`src/rtl/onehot_decoder.sv`:
```
// Registered binary-to-one-hot decoder with enable, valid/out-of-range flags
// and optional inverted output polarity. One flop per output line.

module onehot_decoder_lane #(
    parameter int BITS       = 5,
    parameter int IDX        = 0,
    parameter bit ACTIVE_LOW = 1'b0
) (
    input  logic            clk,
    input  logic            rst,
    input  logic            en,
    input  logic [BITS-1:0] code_in,
    output logic            line
);
    localparam logic [BITS-1:0] MATCH = BITS'(IDX);

    logic hit;

    assign hit = en && (code_in == MATCH);

    always_ff @(posedge clk or posedge rst) begin
        if (rst) line <= ACTIVE_LOW;
        else     line <= hit ^ ACTIVE_LOW;
    end
endmodule

module onehot_decoder #(
    parameter int BITS       = 5,
    parameter int OUTPUTS    = 2**BITS,
    parameter bit ACTIVE_LOW = 1'b0
) (
    input  logic               clk,
    input  logic               rst,
    input  logic               en,
    input  logic [BITS-1:0]    code_in,
    output logic [OUTPUTS-1:0] code_out,
    output logic               valid,
    output logic               err
);
    // One extra bit so OUTPUTS == 2**BITS is representable; the compare then
    // can never be true and err stays low.
    localparam logic [BITS:0] LIMIT = (BITS+1)'(OUTPUTS);

    logic oor;

    assign oor = ({1'b0, code_in} >= LIMIT);

    // Out-of-range codes match no lane index, so lines go inactive on their own.
    for (genvar i = 0; i < OUTPUTS; i++) begin : g_lane
        onehot_decoder_lane #(
            .BITS       (BITS),
            .IDX        (i),
            .ACTIVE_LOW (ACTIVE_LOW)
        ) u_lane (
            .clk     (clk),
            .rst     (rst),
            .en      (en),
            .code_in (code_in),
            .line    (code_out[i])
        );
    end

    always_ff @(posedge clk or posedge rst) begin
        if (rst) begin
            valid <= 1'b0;
            err   <= 1'b0;
        end else begin
            valid <= en;
            err   <= en && oor;
        end
    end
endmodule

```
`config.mk`:
```
export PLATFORM = sky130hd
export DESIGN_NAME = onehot_decoder
export DESIGN_NICKNAME = d
export VERILOG_FILES = /design/src/rtl/onehot_decoder.sv
export SDC_FILE = /design/constraint.sdc
export NUM_CORES = 1
export LEC_CHECK = 0
export ABC_AREA = 1
export BUFFER_PORTS_ARGS = -buffer_cell sky130_fd_sc_hd__buf_2
export CAP_MARGIN = 20
export CORE_MARGIN = 5
export CORE_UTILIZATION = 54
export CTS_CLUSTER_DIAMETER = 120
export CTS_CLUSTER_SIZE = 20
export DETAILED_ROUTE_END_ITERATION = 10
export GPL_ROUTABILITY_DRIVEN = 0
export PLACE_DENSITY = 0.76
export SKIP_LAST_GASP = 1
export SLEW_MARGIN = 20
export SYNTH_ARGS = -nofsm -noshare
export SYNTH_HDL_FRONTEND = slang
export SYNTH_HIERARCHICAL = 1
export SYNTH_SLANG_ARGS = --single-unit
```
`constraint.sdc`:
```
create_clock -name clk -period 0.8 [get_ports clk]
set_input_delay 0.04 -clock clk [delete_from_list [all_inputs] [get_ports clk]]
set_output_delay 0.04 -clock clk [all_outputs]
set_load 0.1 [all_outputs]
```
==> results of run 1 <==
==> flip-flops by register name, summed over array words and instances (netlist names) <==
name and flops:
g_lane.u_lane/line 32, valid 1
==> final timing paths <==
| check | start | to | depth (start not counted) |
|---|---|---|---|
| max | g_lane[24].u_lane/line$_DFF_PP0_ | code_out[24] | 1 |
| min | en | valid$_DFF_PP0_ | 2 |
| max in group asynchronous | rst | g_lane[6].u_lane/line$_DFF_PP0_ | 3 |
| min in group asynchronous | rst | g_lane[26].u_lane/line$_DFF_PP0_ | 3 |
==> power by group <==
group          internal (mW)  switching [mW]
Sequential              1.69          0.0155
Combinational          0.265           0.520
Clock                  0.415           0.543
Total                   2.37            1.08
==> cells by family (layout without fill, tap and decap cells) <==
group,count (synthesis),after routing
simple gates,160,160
other cells,1,1
buf+inv,100,154
flops,33,33
==> repair_timing <==
action | 4_1_cts | 5_1_grt
setup endpoints to repair | 33 | 33
hold buffers | 1 | 0
hold endpoints to repair | 33 | 0
buffers inserted | 0 | 0
==> metrics by stage <==
stage,hold WS (ns),instances,cell area [um^2],utilization [%]
floorplan,-0.2313,294,1951,-
global placement,0.1349,386,2836,83.68
detailed placement,0.1485,386,2836,83.68
finish,0.04409,394,2902,85.60
CTS,0.02233,394,2902,85.60
global route,0.01619,394,2902,85.60
==> area by class of cell <==
type                       instances  area, um^2  share of cell area, %
tap                               46       57.56                  1.984
timing repair buffer              48       845.8                  29.15
multi-input combinational        161       704.4                  24.28
clock buffer                       7       55.05                  1.897
sequential                        33       867.1                  29.88
inverter                          99       371.6                  12.81
==> layer usage <==
layer	GRT usage, %	share of wire [%]	wire (um)
met2	36.02	52	2386
met1	22.71	38	1720
met3	6.377	6.6	299
met5	0	0	0
met4	9.978	3.1	139
==> placed cells by master, fill, tap and decap left out, drive strengths merged <==
master       synthesis  routed
inv                 99      99
nand2               86      86
nor2                62      62
buf                  1      47
dfrtp               33      33
or2                 12      12
clkbuf               0       7
conb                 1       1
dlygate4sd3          0       1
==> metrics.txt, run 1 <==
Post-route DRC 0; Seq/Total Area, Yosys 43.25%; die extent in y about 69 um; share of cells above drive strength 1 around a third; H-tree depth 2; Core Box Area 3390 um^2; Post-Syn Area around 1900 um^2; vias per cell 4.553; grt ovf 0; crit-path max FO 1; clock buffer count from CTS 5; worst slack, placed 0.03628 ns; first-pass GRT wire length 7969 um; Wirelength per Cell 11.54 um; number of I/O port buffers 40; largest net degree at the start of global routing 34; Synth Area in Simple Gates 36.70%; Synth area leaders dfrtp_1, inv_1, nand2_1, nor2_2, nor2_1; Worst-Margin Slew 0.5852 ns; Tot GR Track Use 20.69%; setup ws final -0.1896 ns; # diodes 0; clock root buffer clkbuf_4; DP HPWL 3000 um; FP Rows 21; kind of cell adding the most delay to the critical path flip-flops; TritonCTS clock tree built; Post-synth EDFFs 0; die area 4825 um^2; Max stage delay on crit path around 0.44 ns; Tmin final 0.9896 ns; CP endpoint kind output pin; cell taking the most area after synthesis dfrtp_1; CTS Buffer Depth 2; Area Overhead vs Synth 51.97%; Power Density 1187 nW/um^2; CP arrival 0.95 ns; Avg Cell Area, Syn 6.494 um^2; detailed router's first-iteration violation count 101; synthesized net count 302; YS warnings 6; drt first pass iters 4; top_reg_cell synth dfrtp_1; CP max-delay cell dfrtp_2; HP Class in -> reg; max_slew headroom 60.99%; final setup TNS -5.548 ns; WL final 4545 um; final hold vios 0; share of the synthesized area in the top cell type 43.25%; synthesized flop and latch total 33; Leak 1.667 nW; Fmax 1011 MHz; max_cap viols 0; crit path launch type register; ANT nets after route 0; fill count 181; vias in the first global route 1729; status finished, violations left; peak supply drop around 0.69 mV; # setup viols final 33; die width 69.46 um; top-count cell post-synth inv_1; main combinational cell family by area after synthesis simple AND/OR/NAND/NOR gates; Compound-Gate Fraction of Synth Area 0%; CP Class reg -> out; WP data required about 0.76 ns; synth cell count leaders inv_1, nand2_1, nor2_1, dfrtp_1, nor2_2; routed vias 1794; failing checks negative setup slack; worst path cell trace buf_12; Final Cycle Share 123.7%; Final Total Pwr 3.445 mW; starting density of the core a little under three fifths; Max Slew Vio Count 0; Clock Sinks 33; Synth Instances 294; FFs w/ async S/R, synth between 90% and 100%; xor and xnor area share after synthesis 0%; io pins 42; post-synthesis mux area share 0%; adder-cell share of the synthesized area 0%; Distinct cells, synth 8; clock slew at reported path FFs 0.10 ns; PostCTS Resize Cnt 0; Layout Nets around 360; RSZ-0062 raised after global routing true; CP bufs+invs 1; initial antenna violation count 0
(Power assumes the default switching activity.)
==> run 2, diff against run 1 <==
GPL_TIMING_DRIVEN = 0   (was not set)
SLEW_MARGIN = 10   (was 20)
==> run 2 against run 1 <==
  * The run still ends with negative setup slack left
  * Flip-flop and latch count unchanged
  * Final cell count decreased by 1.3%
  * Critical endpoint is now code_out[26]
  * Worst hold slack improved by 0.085 ns
  * Cell area decreased by 12%
==> metrics.txt, run 2 (synthesis gave the netlist of run 1 again) <==
# diodes 0 (unchanged); crit-path max FO 1 (unchanged); die width 69.46 um (unchanged); kind of cell adding the most delay to the critical path flip-flops (unchanged); clock root buffer clkbuf_4 (unchanged); Clock Sinks 33 (unchanged); clock buffer count from CTS 5 (unchanged); io pins 42 (unchanged); setup ws final -0.1839 ns (was -0.1896 ns); met3 usage 4.783% (was 6.377%); met1 Use GR 20.94% (was 22.71%); CP max-delay cell dfrtp_2 (unchanged); dpl cells 380 (was 386); largest net degree at the start of global routing 34 (unchanged); final hold vios 0 (unchanged); Wirelength per Cell 11.00 um (was 11.54 um); crit path launch type register (unchanged); WL final 4278 um (was 4545 um); Tmin final 0.9839 ns (was 0.9896 ns); peak supply drop 0.9880 mV (was 0.6912 mV); CTS Buffer Depth 2 (unchanged); worst hold path depth 1 (was 2); biggest regs g_lane.u_lane/line (32), valid (1) (unchanged); WP data required 0.76 ns (about the same); Final Total Pwr 3.445 mW (about the same); commonest non-fill, non-tap cells in the layout inv_1, nand2_1, nor2_1, dfrtp_2, nor2_2 (was inv_1, nand2_1, buf_12, nor2_1, dfrtp_2); Power Density 1342 nW/um^2 (was 1187 nW/um^2); Area Overhead vs Synth 34.40% (was 51.97%); worst path cell trace buf_12 (unchanged); Fmax 1016 MHz (was 1011 MHz); first-pass GRT wire length 7031 um (was 7969 um); status finished, violations left (unchanged); number of I/O port buffers 40 (unchanged); Final Cycle Share 123.0% (was 123.7%); CP arrival 0.94 ns (was 0.95 ns); GRT busiest layer met2 (unchanged); die area 4825 um^2 (unchanged); drt first pass iters 4 (unchanged); Worst-Margin Slew 0.5883 ns (was 0.5852 ns); CP endpoint kind output pin (unchanged); grt ovf 0 (unchanged); H-tree depth 2 (unchanged); ANT nets after route 0 (unchanged); CP bufs+invs 1 (unchanged); design area 2566 um^2 (was 2902 um^2); met2 usage 31.67% (was 36.02%); initial antenna violation count 0 (unchanged); Layout Nets 350 (was 356); Tot GR Track Use 18.11% (was 20.69%); CP Class reg -> out (unchanged); Max stage delay on crit path 0.44 ns (about the same); vias in the first global route 1592 (was 1729); max reg flops 32 (unchanged); # setup viols final 33 (unchanged); Post-route DRC 0 (unchanged); post-CTS setup buffer count 0 (unchanged); die extent in y 69.46 um (unchanged); FP Rows 21 (unchanged); final setup TNS -5.660 ns (was -5.548 ns); hold_sp en (unchanged); Max Slew Vio Count 0 (unchanged); routed vias 1703 (was 1794); starting density of the core 56.33% (unchanged); Hold Path End valid$_DFF_PP0_ (unchanged); Core Box Area 3390 um^2 (unchanged); Leak 1.568 nW (was 1.667 nW); most common cell after layout, fill and taps aside inv_1 (unchanged); max_slew headroom 60.78% (was 60.99%); Post-Layout Cell Count 389 (was 394); share of cells above drive strength 1 32.07% (was 32.76%); placed cell areas 2208 um^2 (was 2836 um^2); detailed router's first-iteration violation count 109 (was 101); RSZ-0062 raised after global routing true (unchanged); TritonCTS clock tree built (unchanged); max_cap viols 0 (unchanged); Reg with most FFs g_lane.u_lane/line (unchanged); HP Class in -> reg (unchanged); clock slew at reported path FFs 0.10 ns (about the same); DP HPWL 2231 um (was 3000 um); vias per cell 4.378 (was 4.553); failing checks negative setup slack (unchanged)
==> run 2: layer usage <==
layer / vias up / wire length, um
li1: 878 / -
met1: 770 / 1727
met2: 51 / 2214
met3: 4 / 265
met4: 0 / 70
met5: - / 0
==> run 2: worst max path at each step <==
stage	from	to	slack [ns]	cells past startpoint
finish	g_lane[26].u_lane/line$_DFF_PP0_	code_out[26]	-0.18	1
global placement	code_in[3]	g_lane[8].u_lane/line$_DFF_PP0_	-0.13	5
detailed placement	code_in[3]	g_lane[24].u_lane/line$_DFF_PP0_	-0.14	5
CTS	g_lane[6].u_lane/line$_DFF_PP0_	code_out[6]	-0.21	1
global route	g_lane[6].u_lane/line$_DFF_PP0_	code_out[6]	-0.22	1
floorplan	g_lane[0].u_lane/line$_DFF_PP0_	code_out[0]	0.11	0
==> run 2: area by class of cell <==
cell class,instances,area (um^2)
plain buffers,1,7.507
repair buffers,41,488.0
clock buffers,7,65.06
inverters,99,371.6
multi-input cells,161,704.4
fillers,252,823.3
well taps,46,57.56
clock inverters,1,5.005
flip-flops and latches,33,867.1
==> run 2: where the power goes <==
group	switching (mW)	internal, mW	total (mW)
Combinational	0.496	0.173	0.669
Clock	0.569	0.509	1.08
Sequential	0.0112	1.69	1.70
Total	1.08	2.37	3.44
==> run 2: timing repair <==
item / in CTS / in global routing
endpoints found under the hold margin: 33 / 0
resized for setup: 74 / 10
endpoints found under the setup margin: 33 / 33
hold buffers: 1 / 0
==> run 2: per-stage QoR <==
step	util, %	worst slack, ns	hold slack, ns
final	75.71	-0.1839	0.1294
after CTS	74.49	-0.2054	0.09776
after global placement	65.15	-0.1335	0.1446
after global routing	75.71	-0.2233	0.1260
after floorplan	-	0.1143	-0.2313
after detailed placement	65.15	-0.1372	0.1471
